## src/rtl/mmio_timer_pwm.sv

```systemverilog
// Memory-mapped responder for the core's load/store port: four 8-bit PWM duty
// registers plus free-running microsecond and millisecond counters.
module mmio_timer_pwm #(
  parameter int unsigned CLK_FREQ_HZ = 12000000,
  parameter logic [31:0] BASE_ADDR   = 32'hFFFF_FFF0
) (
  input  logic        clk,
  input  logic        rst_n,
  input  logic        write_mem,
  input  logic [2:0]  funct3,
  input  logic [31:0] write_address,
  input  logic [31:0] write_data,
  input  logic [31:0] read_address,
  output logic [31:0] read_data,
  output logic        led,
  output logic        red,
  output logic        green,
  output logic        blue
);

  localparam int unsigned US_DIV  = CLK_FREQ_HZ / 1000000;
  localparam int unsigned US_W    = $clog2(US_DIV);
  localparam logic [US_W-1:0] US_LAST = US_W'(US_DIV - 1);
  localparam logic [9:0]  MS_LAST = 10'd999;
  localparam logic [31:0] ID_WORD = 32'h5057_4D31;

  localparam logic [2:0] F3_B  = 3'b000;
  localparam logic [2:0] F3_H  = 3'b001;
  localparam logic [2:0] F3_W  = 3'b010;
  localparam logic [2:0] F3_BU = 3'b100;
  localparam logic [2:0] F3_HU = 3'b101;

  logic [31:0]     duty_q, duty_d;
  logic [US_W-1:0] us_pre_q, us_pre_d;
  logic [9:0]      ms_pre_q, ms_pre_d;
  logic [31:0]     micros_q, micros_d;
  logic [31:0]     millis_q, millis_d;
  logic [7:0]      pwm_cnt_q, pwm_cnt_d;
  logic [3:0]      pins_q, pins_d;
  logic [31:0]     rd_word_q, rd_word_d;
  logic [1:0]      rd_off_q, rd_off_d;
  logic [2:0]      rd_funct3_q, rd_funct3_d;

  logic        wr_hit;
  logic [3:0]  wr_be;
  logic [31:0] wr_lanes;
  logic        us_tick;
  logic        ms_tick;

  // Store path: byte enables from size/alignment, data replicated across lanes.
  always_comb begin
    wr_hit   = write_mem && (write_address[31:4] == BASE_ADDR[31:4]) &&
               (write_address[3:2] == 2'b00);
    wr_be    = 4'b0000;
    wr_lanes = write_data;
    case (funct3)
      F3_B: begin
        wr_be    = 4'b0001 << write_address[1:0];
        wr_lanes = {4{write_data[7:0]}};
      end
      F3_H: begin
        if (!write_address[0]) begin
          wr_be = write_address[1] ? 4'b1100 : 4'b0011;
        end
        wr_lanes = {2{write_data[15:0]}};
      end
      F3_W: begin
        if (write_address[1:0] == 2'b00) begin
          wr_be = 4'b1111;
        end
      end
      default: wr_be = 4'b0000;
    endcase

    duty_d = duty_q;
    for (int i = 0; i < 4; i++) begin
      if (wr_hit && wr_be[i]) begin
        duty_d[i*8 +: 8] = wr_lanes[i*8 +: 8];
      end
    end
  end

  always_comb begin
    us_tick   = (us_pre_q == US_LAST);
    ms_tick   = us_tick && (ms_pre_q == MS_LAST);
    us_pre_d  = us_tick ? '0 : us_pre_q + 1'b1;
    micros_d  = micros_q + {31'd0, us_tick};
    ms_pre_d  = ms_pre_q;
    if (us_tick) begin
      ms_pre_d = ms_tick ? 10'd0 : ms_pre_q + 10'd1;
    end
    millis_d  = millis_q + {31'd0, ms_tick};
    pwm_cnt_d = pwm_cnt_q + 8'd1;
  end

  // Pins compare the current counter against the duty already in the register,
  // so a new duty shows up on the pins one cycle after the store.
  always_comb begin
    pins_d = 4'b0000;
    for (int i = 0; i < 4; i++) begin
      pins_d[i] = (pwm_cnt_q < duty_q[i*8 +: 8]);
    end
  end

  always_comb begin
    rd_word_d = 32'd0;
    if (read_address[31:4] == BASE_ADDR[31:4]) begin
      case (read_address[3:2])
        2'd0:    rd_word_d = duty_q;
        2'd1:    rd_word_d = micros_q;
        2'd2:    rd_word_d = millis_q;
        default: rd_word_d = ID_WORD;
      endcase
    end
    rd_off_d    = read_address[1:0];
    rd_funct3_d = funct3;
  end

  always_ff @(posedge clk or negedge rst_n) begin
    if (!rst_n) begin
      duty_q      <= '0;
      us_pre_q    <= '0;
      ms_pre_q    <= '0;
      micros_q    <= '0;
      millis_q    <= '0;
      pwm_cnt_q   <= '0;
      pins_q      <= '0;
      rd_word_q   <= '0;
      rd_off_q    <= '0;
      rd_funct3_q <= '0;
    end else begin
      duty_q      <= duty_d;
      us_pre_q    <= us_pre_d;
      ms_pre_q    <= ms_pre_d;
      micros_q    <= micros_d;
      millis_q    <= millis_d;
      pwm_cnt_q   <= pwm_cnt_d;
      pins_q      <= pins_d;
      rd_word_q   <= rd_word_d;
      rd_off_q    <= rd_off_d;
      rd_funct3_q <= rd_funct3_d;
    end
  end

  // Load extraction works on the registered word; misaligned half/word loads
  // fall through to the raw word.
  logic [7:0]  rd_byte;
  logic [15:0] rd_half;

  always_comb begin
    rd_byte   = rd_word_q[{rd_off_q, 3'b000} +: 8];
    rd_half   = rd_off_q[1] ? rd_word_q[31:16] : rd_word_q[15:0];
    read_data = rd_word_q;
    case (rd_funct3_q)
      F3_B:  read_data = {{24{rd_byte[7]}}, rd_byte};
      F3_BU: read_data = {24'd0, rd_byte};
      F3_H:  if (!rd_off_q[0]) read_data = {{16{rd_half[15]}}, rd_half};
      F3_HU: if (!rd_off_q[0]) read_data = {16'd0, rd_half};
      default: read_data = rd_word_q;
    endcase
  end

  assign led   = pins_q[0];
  assign red   = pins_q[1];
  assign green = pins_q[2];
  assign blue  = pins_q[3];

endmodule

```

## config.mk

```make
export PLATFORM = sky130hd
export DESIGN_NAME = mmio_timer_pwm
export DESIGN_NICKNAME = d
export VERILOG_FILES = /design/src/rtl/mmio_timer_pwm.sv
export SDC_FILE = /design/constraint.sdc
export NUM_CORES = 1
export LEC_CHECK = 0
export BUFFER_PORTS_ARGS = -buffer_cell sky130_fd_sc_hd__buf_2
export CAP_MARGIN = 20
export CORE_MARGIN = 3
export CORE_UTILIZATION = 45
export DETAILED_ROUTE_END_ITERATION = 8
export GPL_TIMING_DRIVEN = 0
export PLACE_DENSITY = 0.74
export SLEW_MARGIN = 15
export SYNTH_ARGS = -nofsm -noshare
export SYNTH_HDL_FRONTEND = slang
export SYNTH_SLANG_ARGS = --single-unit
```

## constraint.sdc

```tcl
create_clock -name clk -period 3.25 [get_ports clk]
set_input_delay 0.8125 -clock clk [delete_from_list [all_inputs] [get_ports clk]]
set_output_delay 0.8125 -clock clk [all_outputs]
set_load 0.02 [all_outputs]
```

==> impl_metrics.ini, run 1 <==
[layout]
final_area_um2 = 10200
num_antenna_cells = 0
syn2layout_area_growth_pct = 19.0
layout_common_cells = dfrtp_1, buf_2, nand2_1
drive_gt1_share_pct = 20.3
fill_cells = 1591
fin_nets = 1157
multi_input_area_um2 = 4380
regArea_um2 = 3980
final_cells = 1260
layout_commonest_cell = dfrtp_1

[logic_synthesis]
synth-adder-area-share_pct = 5.10
yosys_warnings = 0
synth_xor_area_share_pct = 7.45
ys_seq_elements = 159
ys_types = 49
yosysTopAreaCell = dfrtp_1
synth_top_area_share_pct = 46.3
syn_area_um2 = 8580
seq_area_frac_synth_pct = 46.3
synth_area_leaders = dfrtp_1, mux2i_1, xnor2_1, ha_1, nand2_1
synth_nets = 1002
synthCells = 865
synth.avg_cell_area_um2 = 9.92
synth_compound_gate_area_share_pct = 9.90
synthMuxAreaShare_pct = 10.4
synthSimpleGateAreaFrac_pct = 17.7
synth_top_family_by_area = simple AND/OR/NAND/NOR gates

[clock_network]
cts_buffer_depth = 2
clk_latency_ns = 0.43
cts_tree = yes
numCtsBuffers = 17
clkSinkCount = 159
htree_num_levels = 4
clk_pin_slew_ns = 0.06
cts_root_buf = clkbuf_16

[timing]
slew_headroom_pct = 47.5
hold_viol = 0
rsz0062_at_grt = false
tns_ns = 0
finalCriticalPeriod_ns = 3.10
skew_ns = 0.00856
max_freq_mhz = 323
tightestPinTransition_ns = 0.784
finalCritPeriodShare_pct = 95.3
layout_setup_ws_ns = 0.152
whs_ns = 0.382
slew_violations = 0
finalSetupViolCount = 0

[die]
fp.dieH_um = 144
core_area_um2 = 18300
row_count = 49
die_x_um = 144
io_pins = 138
die_area_um2 = 20800
start_util_pct = 46.8

[place]
dp_slack_ns = -0.113
hpwl_mm = 16.1
numPortBuffers = 135
placed_area_um2 = 9580
place.gp.congestion = 0.962
dp_cells = 1230

[route]
num_vias = 6837
totalWireLength_mm = 21.1
vias_per_cell = 5.43
wl_per_cell_um = 16.8
dr.pass1.iters = 5
route.detailed.drc = 0
ant_nets = 0
drt_iter0_markers = 370

[power_and_ir_drop]
p_seq_share_pct = 46.1
clock_power_share_pct = 46.6
pwr-share-comb_pct = 7.3
internal_power_mw = 3.33
leakage_nw = 5.22
switchingPower_mw = 0.980
swShare_pct = 22.8
power_density_nw_per_um2 = 422
peakVddDrop_mv = 0.391

[critical_path]
critical_path_arrival_ns = 2.29
worstSetupPathType = reg -> out
worstSetupStartpointType = flop
startpoint = rd_off_q[1]
cp.required_ns = 2.44
critical_path.max_fanout = 10
cpMaxStageDelayCell = dfrtp_1
endpoint_kind = primary output
crit_chain = clkbuf_4 -> mux2i_2 -> a211oi_2 -> o21ai_2 -> clkbuf_2 -> nand2_1 -> buf_2
timing.rr.start = us_pre_q[0]
slowest_delay_ns = 0.37

[global_route]
grt_usage_pct = 21.0
grt_first_pass_wirelength_mm = 34.2
grt_overflow = 0
grt_pass1_vias = 6682
antenna_found_initial = 0
grt_start_max_net_pins = 93

[flow_run]
drv_cap = 0

[run_status]
status = completed

[min_path]
hold_class = in -> async
==> cell type report <==
cell class              count  share of cell area (%)
plain buffers              33                    1.31
clock buffers              21                    4.41
clock inverters             9                    1.31
inverters                  35                    1.29
multi-input cells         637                    42.9
flip-flops and latches    159                    38.9
well taps                 229                    2.80
repair buffers            137                    7.05
==> power groups by stage <==
stage / Combinational [mW] / Sequential [mW] / Clock [mW]
after floorplan: 0.150 / 2.02 / 0
after global placement: 0.306 / 2.02 / 0
after detailed placement: 0.315 / 2.02 / 0
after CTS: 0.316 / 1.99 / 2.04
after global routing: 0.349 / 1.98 / 2.13
final: 0.315 / 1.99 / 2.01
==> per-layer routing <==
layer | track usage (%) | vias up | wire length (um)
met5 | 0 | - | 0
met4 | 5.90 | 0 | 381
met3 | 3.70 | 27 | 1000
met2 | 34.2 | 214 | 9820
met1 | 29.2 | 3242 | 9920
li1 | - | 3354 | -
==> cells in the mapped netlist (all sizes together) <==
| cell type | number |
|---|---|
| nand4bb | 1 |
| o21ai | 29 |
| nand4 | 27 |
| a21oi | 33 |
| nor3b | 2 |
| nand4b | 1 |
| nor4 | 8 |
| mux2i | 70 |
| inv | 35 |
| a21boi | 4 |
| nand2b | 4 |
| nor2b | 2 |
| a211oi | 3 |
| nand3 | 30 |
| mux2 | 17 |
| o22ai | 15 |
| xnor2 | 56 |
| a311oi | 4 |
| a22oi | 7 |
| buf | 5 |
| or3 | 3 |
| o31ai | 2 |
| or2 | 2 |
| nor3 | 10 |
| nor2 | 91 |
| o22a | 14 |
| and3 | 15 |
| nand2 | 101 |
| ha | 35 |
| dfrtp | 159 |
| clkbuf | 29 |
| a22o | 12 |
| or4 | 3 |
| xor2 | 17 |
| a31oi | 1 |
| and4 | 9 |
| nand3b | 1 |
| a21o | 7 |
| nor4b | 1 |
==> logic make-up after synthesis <==
group           after synthesis
xor+xnor                     73
fa+ha+maj                    35
compound gates              131
buf+inv                      69
simple gates                311
mux                          87
flops                       159
==> timing repair <==
action | in CTS | in global routing
pin swaps | 0 | 1
endpoints found under the setup margin | 15 | 20
setup buffers | 0 | 1
hold buffers | 0 | 0
gates resized for setup | 6 | 5
==> metrics by stage <==
step | util (%) | power, mW
floorplan | - | 2.17
global placement | 52.1 | 2.33
detailed placement | 52.3 | 2.34
CTS | 55.6 | 4.34
global route | 55.7 | 4.46
finish | 55.7 | 4.31
==> sequential cells by signal (all words and copies together) (netlist names) <==
register	count
us_pre_q	4
ms_pre_q	10
pwm_cnt_q	8
millis_q	32
rd_word_q	32
micros_q	32
pins_q	4
rd_funct3_q	3
duty_q	32
rd_off_q	2
==> critical path: cells and delay by family, from the launching register on <==
kind                   cells  cell delay (ns)
AOI/OAI and AO/OA          2             0.42
buffers and inverters      3             0.65
DFF                        1             0.37
muxes                      1             0.36
and+or+nand+nor            1             0.07
==> worst paths after layout <==
check	slack, ns	end	cells past startpoint
min	0.38	pwm_cnt_q[5]	1
min reg2reg	0.47	us_pre_q[0]	1
max reg2reg	0.27	millis_q[20]	12
max in group asynchronous	2.11	rd_word_q[7]	2
min in group clk	0.47	us_pre_q[0]	1
max	0.15	read_data[21]	7
Power figures use the tool's default switching activity.
==> run 2: changes to the inputs <==
--- a/config.mk
+++ b/config.mk
@@ -8,10 +8,10 @@
 export BUFFER_PORTS_ARGS = -buffer_cell sky130_fd_sc_hd__buf_2
 export CAP_MARGIN = 20
 export CORE_MARGIN = 3
-export CORE_UTILIZATION = 45
+export CORE_UTILIZATION = 55
 export DETAILED_ROUTE_END_ITERATION = 8
 export GPL_TIMING_DRIVEN = 0
-export PLACE_DENSITY = 0.74
+export PLACE_DENSITY = 0.86
 export SLEW_MARGIN = 15
 export SYNTH_ARGS = -nofsm -noshare
 export SYNTH_HDL_FRONTEND = slang
==> run 2 against run 1 <==
  * Sequential share of layout area down 0.18 points
  * Largest power group unchanged
  * Combinational power about the same
  * Via count grew 3.3%
  * Design area grew 0.45%
  * Critical path depth is the same
  * Critical path type unchanged
==> impl_metrics.ini, run 2 (synthesized netlist as in run 1, its figures left out) <==
[run_status]
status = completed

[critical_path]
startpoint = rd_off_q[1]
endpoint = read_data[24]
worstSetupPathType = reg -> out
critical_path_arrival_ns = 2.31
endpoint_kind = primary output
cpMaxStageDelayCell = dfrtp_1
cp_common_cell = buf_2
crit_chain = buf_2 -> mux2i_4 -> a211oi_2 -> o21ai_2 -> clkbuf_2 -> nand2_1 -> buf_2
r2r_slack_ns = 0.27
cp_num_buf_inv = 3
critical_path.max_fanout = 10
slowest_delay_ns = 0.36
reg2regPathDepth = 12
cp.required_ns = 2.44
worstReg2RegEnd = millis_q[20]
path_depth = 7
timing.rr.start = us_pre_q[0]
worstSetupStartpointType = flop
cp_top_family = buffers and inverters

[layout]
syn2layout_area_growth_pct = 19.6
num_antenna_cells = 0
layout_common_cells = dfrtp_1, buf_2, nand2_1
drive_gt1_share_pct = 21.0
fin_nets = 1158
fill_cells = 1184
layout_commonest_cell = dfrtp_1
regArea_um2 = 3980
multi_input_area_um2 = 4400

[clock_network]
cts_tree = yes
clk_pin_slew_ns = 0.06
cts_root_buf = clkbuf_16
clk_latency_ns = 0.43
hold_buffers = 0
htree_num_levels = 4
numCtsBuffers = 17
cts_buffer_depth = 2
clkSinkCount = 159

[global_route]
grt_usage_pct = 26.1
grt_overflow = 0
grt_first_pass_wirelength_mm = 34.5
grt_pass1_vias = 6983
grt_start_max_net_pins = 97
antenna_found_initial = 0

[route]
dr.pass1.iters = 5
drt_iter0_markers = 484
wl_per_cell_um = 17.5
num_vias = 7061
ant_nets = 0
totalWireLength_mm = 21.7
vias_per_cell = 5.68
route.detailed.drc = 0

[timing]
hold_viol = 0
finalCritPeriodShare_pct = 96.2
rsz0062_at_grt = false
skew_ns = 0.0108
whs_ns = 0.319
max_freq_mhz = 320
layout_setup_ws_ns = 0.125
slew_violations = 0
finalCriticalPeriod_ns = 3.13
tightestPinTransition_ns = 0.768
slew_headroom_pct = 48.5
finalSetupViolCount = 0

[die]
die_x_um = 131
start_util_pct = 56.3
die_area_um2 = 17100
fp.dieH_um = 131
row_count = 45
io_pins = 138
core_area_um2 = 15300

[place]
dp_slack_ns = -0.149
hpwl_mm = 15.9
place.gp.congestion = 0.941
numPortBuffers = 135

[power_and_ir_drop]
power_density_nw_per_um2 = 430
leakage_nw = 5.25
peakVddDrop_mv = 0.291

[flow_run]
drv_cap = 0

[min_path]
hold_class = in -> async
==> run 2: area by class of cell <==
| class | instances | area share, % |
|---|---|---|
| sequential | 159 | 38.8 |
| clock inverter | 11 | 1.57 |
| clock buffer | 20 | 4.55 |
| inverter | 35 | 1.28 |
| timing repair buffer | 138 | 7.09 |
| multi-input combinational | 637 | 42.9 |
| buffer | 33 | 1.28 |
| tap | 211 | 2.57 |
==> run 2: worst min path at each step <==
stage,to,slack [ns]
final,rd_word_q[30],0.32
after global routing,micros_q[28],0.35
after CTS,micros_q[22],0.33
after detailed placement,us_pre_q[0],0.47
after global placement,us_pre_q[0],0.46
after floorplan,us_pre_q[0],0.43
==> run 2: per-layer routing <==
layer / share of wire (%) / track usage (%)
met5: 0 / 0
met4: 3.2 / 12.1
met3: 5.7 / 4.43
met2: 48 / 42.7
met1: 43 / 34.2
==> run 2: repair_timing <==
action | in CTS | in global routing
endpoints found under the setup margin | 17 | 29
buffers inserted | 0 | 2
pin swaps | 0 | 1
gates resized for setup | 6 | 8
==> run 2: power by group <==
group	switching [mW]	leakage, nW	internal (mW)
logic	0.194	2.88	0.122
clock network	0.771	0.312	1.34
registers	0.00277	2.06	1.98
==> run 2: per-stage QoR <==
step	cells	TNS (ns)	power [mW]	cell area [um2]	util, %
after global placement	1211	-143.32	2.33	9520	62.4
after CTS	1242	0	4.42	10200	66.9
final	1244	0	4.41	10300	67.3
after detailed placement	1212	-0.563	2.33	9560	62.7
after global routing	1244	0	4.55	10300	67.3
after floorplan	865	0	2.17	8580	-
